### src/rtl/ones_comp_accumulator.sv
// Ones'-complement accumulator with a deferred end-around carry.
// Words stream in during ACCUM, and the carry is kept in a separate bit
// instead of being folded back on every add. A single FOLD cycle adds that
// carry back in. The result is then held in DONE until the consumer takes it.
module ones_comp_accumulator #(
  parameter int WIDTH     = 16,
  parameter int COUNT_W   = 8,
  parameter int ZERO_NORM = 0
) (
  input  logic               clk,
  input  logic               rst_n,
  input  logic               start,
  input  logic               in_valid,
  output logic               in_ready,
  input  logic [WIDTH-1:0]   in_data,
  input  logic               in_last,
  output logic               out_valid,
  input  logic               out_ready,
  output logic [WIDTH-1:0]   sum,
  output logic [WIDTH-1:0]   checksum,
  output logic [COUNT_W-1:0] word_count
);

  typedef enum logic [1:0] {IDLE, ACCUM, FOLD, DONE} state_t;

  state_t             state, state_nxt;
  logic [WIDTH-1:0]   acc;
  logic               carry;
  logic [COUNT_W-1:0] cnt;
  logic               accept;
  logic [WIDTH:0]     add_res;

  assign accept  = in_valid & in_ready;
  // The carry from the previous add joins the next add. {carry, acc} can
  // never be {1, all ones}, so the later fold can never overflow again.
  assign add_res = {1'b0, acc} + {1'b0, in_data} + {{WIDTH{1'b0}}, carry};

  // State register
  always_ff @(posedge clk or negedge rst_n) begin
    if (!rst_n) state <= IDLE;
    else        state <= state_nxt;
  end

  // Next-state logic
  always_comb begin
    state_nxt = state;
    case (state)
      IDLE:  if (start)                state_nxt = ACCUM;
      ACCUM: if (accept && in_last)    state_nxt = FOLD;
      FOLD:                            state_nxt = DONE;
      DONE:  if (out_ready)            state_nxt = IDLE;
      default:                         state_nxt = IDLE;
    endcase
  end

  // Accumulator, deferred carry and saturating word counter
  always_ff @(posedge clk or negedge rst_n) begin
    if (!rst_n) begin
      acc   <= '0;
      carry <= 1'b0;
      cnt   <= '0;
    end else begin
      case (state)
        IDLE: if (start) begin
          acc   <= '0;
          carry <= 1'b0;
          cnt   <= '0;
        end
        ACCUM: if (accept) begin
          {carry, acc} <= add_res;
          if (cnt != {COUNT_W{1'b1}}) cnt <= cnt + COUNT_W'(1);
        end
        FOLD: begin
          acc   <= acc + WIDTH'(carry);
          carry <= 1'b0;
        end
        default: ;
      endcase
    end
  end

  assign in_ready   = (state == ACCUM);
  assign out_valid  = (state == DONE);
  assign sum        = ((ZERO_NORM != 0) && (&acc)) ? '0 : acc;
  assign checksum   = ~acc;
  assign word_count = cnt;

endmodule

### config.mk
export PLATFORM = sky130hd
export DESIGN_NAME = ones_comp_accumulator
export DESIGN_NICKNAME = d
export VERILOG_FILES = /design/src/rtl/ones_comp_accumulator.sv
export SDC_FILE = /design/constraint.sdc
export NUM_CORES = 1
export LEC_CHECK = 0
export CAP_MARGIN = 30
export CORE_MARGIN = 10
export CORE_UTILIZATION = 45
export DETAILED_ROUTE_END_ITERATION = 12
export PLACE_DENSITY = 0.72
export RECOVER_POWER = 25
export SKIP_CTS_REPAIR_TIMING = 1
export SYNTH_ARGS = -nofsm -noshare
export SYNTH_HDL_FRONTEND = slang
export SYNTH_SLANG_ARGS = --single-unit
### constraint.sdc
create_clock -name clk -period 4.5 [get_ports clk]
set_input_delay 0.675 -clock clk [delete_from_list [all_inputs] [get_ports clk]]
set_output_delay 0.675 -clock clk [all_outputs]
set_load 0.05 [all_outputs]
After elaboration in Yosys (flattened, before gate mapping). Index checks and enable logic that the tools add are counted.

Flip-flop bits (word level): 27. Input port bits: 22. Output and inout port bits: 42.

Add/subtract/negate cells: 4. Equal/unequal tests: 9. Mux-type cells: 14. Bitwise logic cells: 2. Reduce and logical (&&, ||, !) cells: 7.

Operators with widths (number): $pmux W16 S3 (1); $mux W16 (2); $mux W8 (3); $add A16 B16 Y17 (1); $add A17 B1 Y17 (1); $add A16 B1 Y16 (1); $not A16 Y16 (1); $pmux W8 S2 (1); $add A8 B1 Y8 const B (1); $ne A2 B1 Y1 const B (4); $ne A8 B8 Y1 const B (1); $pmux W2 S4 (1); $mux W2 (3); $reduce_and A3 Y1 (2); $eq A2 B2 Y1 const B (2); $reduce_and A4 Y1 (1); $pmux W1 S3 (1); $reduce_bool A3 Y1 (1); $eq A2 B1 Y1 const B (1); $logic_not A2 Y1 (1); $mux W1 (2); $ne A2 B2 Y1 const B (1); $reduce_bool A2 Y1 (1); $and A1 B1 Y1 (1); $logic_and A1 B1 Y1 (1).

Longest topological paths before layout.
Depth in word-level cells: 5. Mapped depth: 10. Mapped depth without buffers: 9.

Worst setup path before layout. OpenSTA, ideal clock, no wires.

Kind: input -> register. From: input in_data[0]. To: register acc[8] (netlist: sum[8]). Library setup time: 120 ps. Arrival time: 2554 ps. Data required time: 4380 ps. Setup slack: 1826 ps. Cell stages on the path: 9. Cell sequence: fa_1 inv_1 fa_1 nor2b_1 o2111a_1 o21a_1 o21a_1 or3_1 a31o_2.

Longest elaborated chain between the ends: 4.

RTL lines: from (decl) (RTL line 15) `input logic [WIDTH-1:0] in_data,`; $add A16 B16 Y17 (RTL line 36) `assign add_res = {1'b0, acc} + {1'b0, in_data} + {{WIDTH{1'b0}}, carry};`; $add A17 B1 Y17 (RTL line 36); $mux W16 (RTL line 69) `ACCUM: if (accept) begin`; $pmux W16 S3 (RTL line 63) `case (state)`; to (signal assigned) (RTL line 70) `{carry, acc} <= add_res;`; to (signal assigned) (RTL line 74) `acc <= acc + WIDTH'(carry);`; to (decl) (RTL line 27) `logic [WIDTH-1:0] acc;`.

No other way between the ends. The select of a mux whose other input is x is not followed. A chain may end at the register's enable or synchronous reset.

Worst setup path in the final report.
From: register state[1]. To: output in_ready.

Longest elaborated chain between the ends: 1.

RTL lines: from (decl) (RTL line 26) `state_t state, state_nxt;`; from (signal assigned) (RTL line 41) `else state <= state_nxt;`; $eq A2 B1 Y1 (RTL line 82) `assign in_ready = (state == ACCUM);`; to (decl) (RTL line 14) `output logic in_ready,`.

No other way between the ends.

==> load_flow_metrics.sql <==
INSERT INTO impl_metrics (metric_group, metric, value, unit) VALUES
('cells_and_area', 'syn2layout_area_growth', '29.6', '%'),
('yosys', 'yosysUniqueCellTypes', '55', ''),
('cts', 'later_pin_clock_latency_in_the_skew_report', '0.28', 'ns'),
('die', 'num_rows', '27', ''),
('global_routing', 'antenna_found_initial', '0', ''),
('die', 'core_region_area', '5440', 'µm²'),
('placed_design', 'final_hpwl_from_detailed_placement', '5.75', 'mm'),
('run_status', 'violations', 'capacitance limit, slew limit', ''),
('timing', 'hold-worst-slack', '0.551', 'ns'),
('yosys', 'ys_async_sr_fraction', '100', '%'),
('run', 'maxCapViolations', '1', ''),
('route', 'drc_errors', '0', ''),
('timing', 'fin_setup_tns', '0', 'ns'),
('yosys', 'post_synth_main_area_contributors', 'sky130_fd_sc_hd__dfrtp_1 (27%), sky130_fd_sc_hd__ha_1 (11%), sky130_fd_sc_hd__o21ai_0 (7.0%)', ''),
('cells_and_area', 'filler_cell_count', '502', ''),
('cts', 'clkSinkCount', '27', ''),
('pwr', 'power.density_cell_area', '602', 'nW/µm²'),
('yosys', 'netlist.top_cell.by_area', 'sky130_fd_sc_hd__dfrtp_1', ''),
('setup_path', 'required', '3.83', 'ns'),
('cts', 'clock_tree.root_cell', 'sky130_fd_sc_hd__clkbuf_8', ''),
('timing', 'timing.max_slew.rel_slack', '-3.86', '%'),
('die', 'chipWidth', '94.3', 'µm'),
('placed_design', 'post-place-cells', '435', ''),
('yosys', 'synth_edf_count', '0', ''),
('cells_and_area', 'layout.cells.most_common', 'sky130_fd_sc_hd__clkdlybuf4s50_1', ''),
('cells_and_area', 'ff_latch_area', '676', 'µm²'),
('placed_design', 'globalplace.congestion', '0.910', ''),
('cts', 'cts-htree-levels', '1', ''),
('yosys', 'synth.yosys.seq_area_share', '27.2', '%'),
('route', 'final_antenna_net_count', '0', ''),
('yosys', 'synthesis.yosys.warnings', '0', ''),
('yosys', 'synth-seq-cells', '27', ''),
('cts', 'cts_tree', 'done', ''),
('yosys', 'total_standard_cell_area_after_synthesis', '2490', 'µm²'),
('die', 'design.portCount', '64', ''),
('setup_path', 'critical_path.max_fanout', '17', ''),
('setup_path', 'cp_endpoint_kind', 'primary output', ''),
('global_routing', 'first_pass_grt_wire_length', '12.4', 'mm'),
('cts', 'clk_pin_slew_worst_paths', '0.10', 'ns'),
('die', 'die_h', '94.3', 'µm'),
('timing', 'timing_worst_slew_pin_value', '1.56', 'ns'),
('cts', 'clockBufferDepth', '2', ''),
('run_status', 'run_status', 'finished, violations left', ''),
('yosys', 'synthCells', '306', ''),
('route', 'dr.first_iter.drc_count', '260', ''),
('global_routing', 'pin_count_of_the_biggest_net_entering_global_routing', '28', ''),
('setup_path', 'critPathTopFamily', 'buffers and inverters', ''),
('timing', 'min_period', '3.01', 'ns'),
('yosys', 'ys.flop_type', 'sky130_fd_sc_hd__dfrtp_1', ''),
('route', 'wl_per_cell', '16.8', 'µm'),
('cells_and_area', 'nets', '414', ''),
('setup_path', 'crit_chain', 'inv_1 -> ha_1 -> clkdlybuf4s50_1', ''),
('route', 'drt-total-wl', '7.40', 'mm'),
('cells_and_area', 'finalNonFillerCells', '439', ''),
('pwr', 'p_leak', '1.35', 'nW'),
('die', 'die_area', '8900', 'µm²'),
('timing', 'slew_viols_final', '28', ''),
('route', 'detail_route.vias_per_cell', '5.97', ''),
('timing', 'setup-violations-final', '0', ''),
('setup_path', 'crit_type', 'flip-flop to primary output', ''),
('route', 'first_pass_iters', '4', ''),
('pwr', 'p_total', '1.94', 'mW'),
('die', 'floorplan.initialDensity', '45.7', '%'),
('setup_path', 'critical_path.slowest_cell', 'sky130_fd_sc_hd__clkdlybuf4s50_1', ''),
('setup_path', 'worst-endpoint-arrival', '2.34', 'ns'),
('setup_path', 'worst_path_largest_cell_delay', '0.93', 'ns'),
('placed_design', 'post-place-ws', '1.25', 'ns'),
('cells_and_area', 'post_route_cells_drive_above_1_share', '3.27', '%'),
('cts', 'cts_made_buffers', '3', ''),
('timing', 'final.period_utilization', '67.0', '%'),
('yosys', 'synth_top_area_share', '27.2', '%');
cell usage after synthesis, drive strengths merged (4+ instances only):
master	instances
o21ai	35
nand4	10
nor4	4
xor2	4
nor2	15
nand3	17
a31oi	6
and3	6
buf	5
nor3	10
o21a	8
a21o	5
a21oi	20
xnor2	5
or3	5
inv	25
nor2b	4
nand2	21
dfrtp	27
ha	22
metal layers:
layer / up-vias / GRT usage, % / share of wire, %
met1: 1234 / 22.4 / 45
met4: 0 / 2.78 / 0.27
met2: 92 / 26.8 / 45
met5: - / 0 / 0
li1: 1291 / - / -
met3: 3 / 3.73 / 8.8
power breakdown:
| group | internal [mW] | switching [mW] | leakage, nW | total, mW |
|---|---|---|---|---|
| Sequential | 0.304 | 0.102 | 0.369 | 0.406 |
| Clock | 0.0623 | 0.0831 | 0.0255 | 0.145 |
| Combinational | 0.477 | 0.911 | 0.952 | 1.39 |
| Total | 0.843 | 1.10 | 1.35 | 1.94 |
final timing paths:
kind	startpoint	endpoint	slack (ns)	cells after the start
worst max register to register	state[1]$_DFFE_PN0P_	sum[14]$_DFFE_PN0P_	1.68	7
max in group asynchronous	rst_n	sum[5]$_DFFE_PN0P_	2.30	2
min in group asynchronous	rst_n	sum[0]$_DFFE_PN0P_	1.29	2
worst max-delay path	state[1]$_DFFE_PN0P_	in_ready	1.49	3
worst min register to register	word_count[6]$_DFFE_PN0P_	word_count[6]$_DFFE_PN0P_	0.55	1
worst min-delay path	word_count[6]$_DFFE_PN0P_	word_count[6]$_DFFE_PN0P_	0.55	1
layout make-up:
class                           count  area share, %
Clock buffer                        3           1.28
Sequential cell                    27           21.0
Multi-Input combinational cell    246           52.0
Tap cell                           72           2.80
Clock inverter                      1          0.155
Timing Repair Buffer               65           19.9
Inverter                           25           2.91
per-stage QoR:
step,util [%],instance area (µm²)
detailed placement,58.5,3180
floorplan,-,2490
global placement,58.5,3180
CTS,59.3,3230
finish,59.3,3220
global route,59.3,3220
state kept, by name, indices dropped and copies added, names as in the netlist:
register and flops:
carry 1, state 2, sum 16, word_count 8
logic make-up (layout without fill, tap and decap cells):
logic type                 count (synthesis)  after routing  synth area share [%]
DFF                                       27             27                  27.2
buffers and inverters                     33             94                  5.48
and+or+nand+nor                           98             98                  20.1
muxes                                      4              4                  1.66
AOI/OAI and AO/OA                        111            111                  29.7
adders and majority gates                 24             24                  12.7
xor gates and xnor gates                   9              9                  3.17
worst register-to-register path, delay by kind of cell (launching register included):
kind / cells / cell delay, ns
adder cells (fa/ha/maj): 1 / 0.60
buffers and inverters: 2 / 0.28
flip-flops: 1 / 0.41
AND/OR/NAND/NOR: 4 / 1.47
No activity file was read; power rests on OpenSTA's default activity.
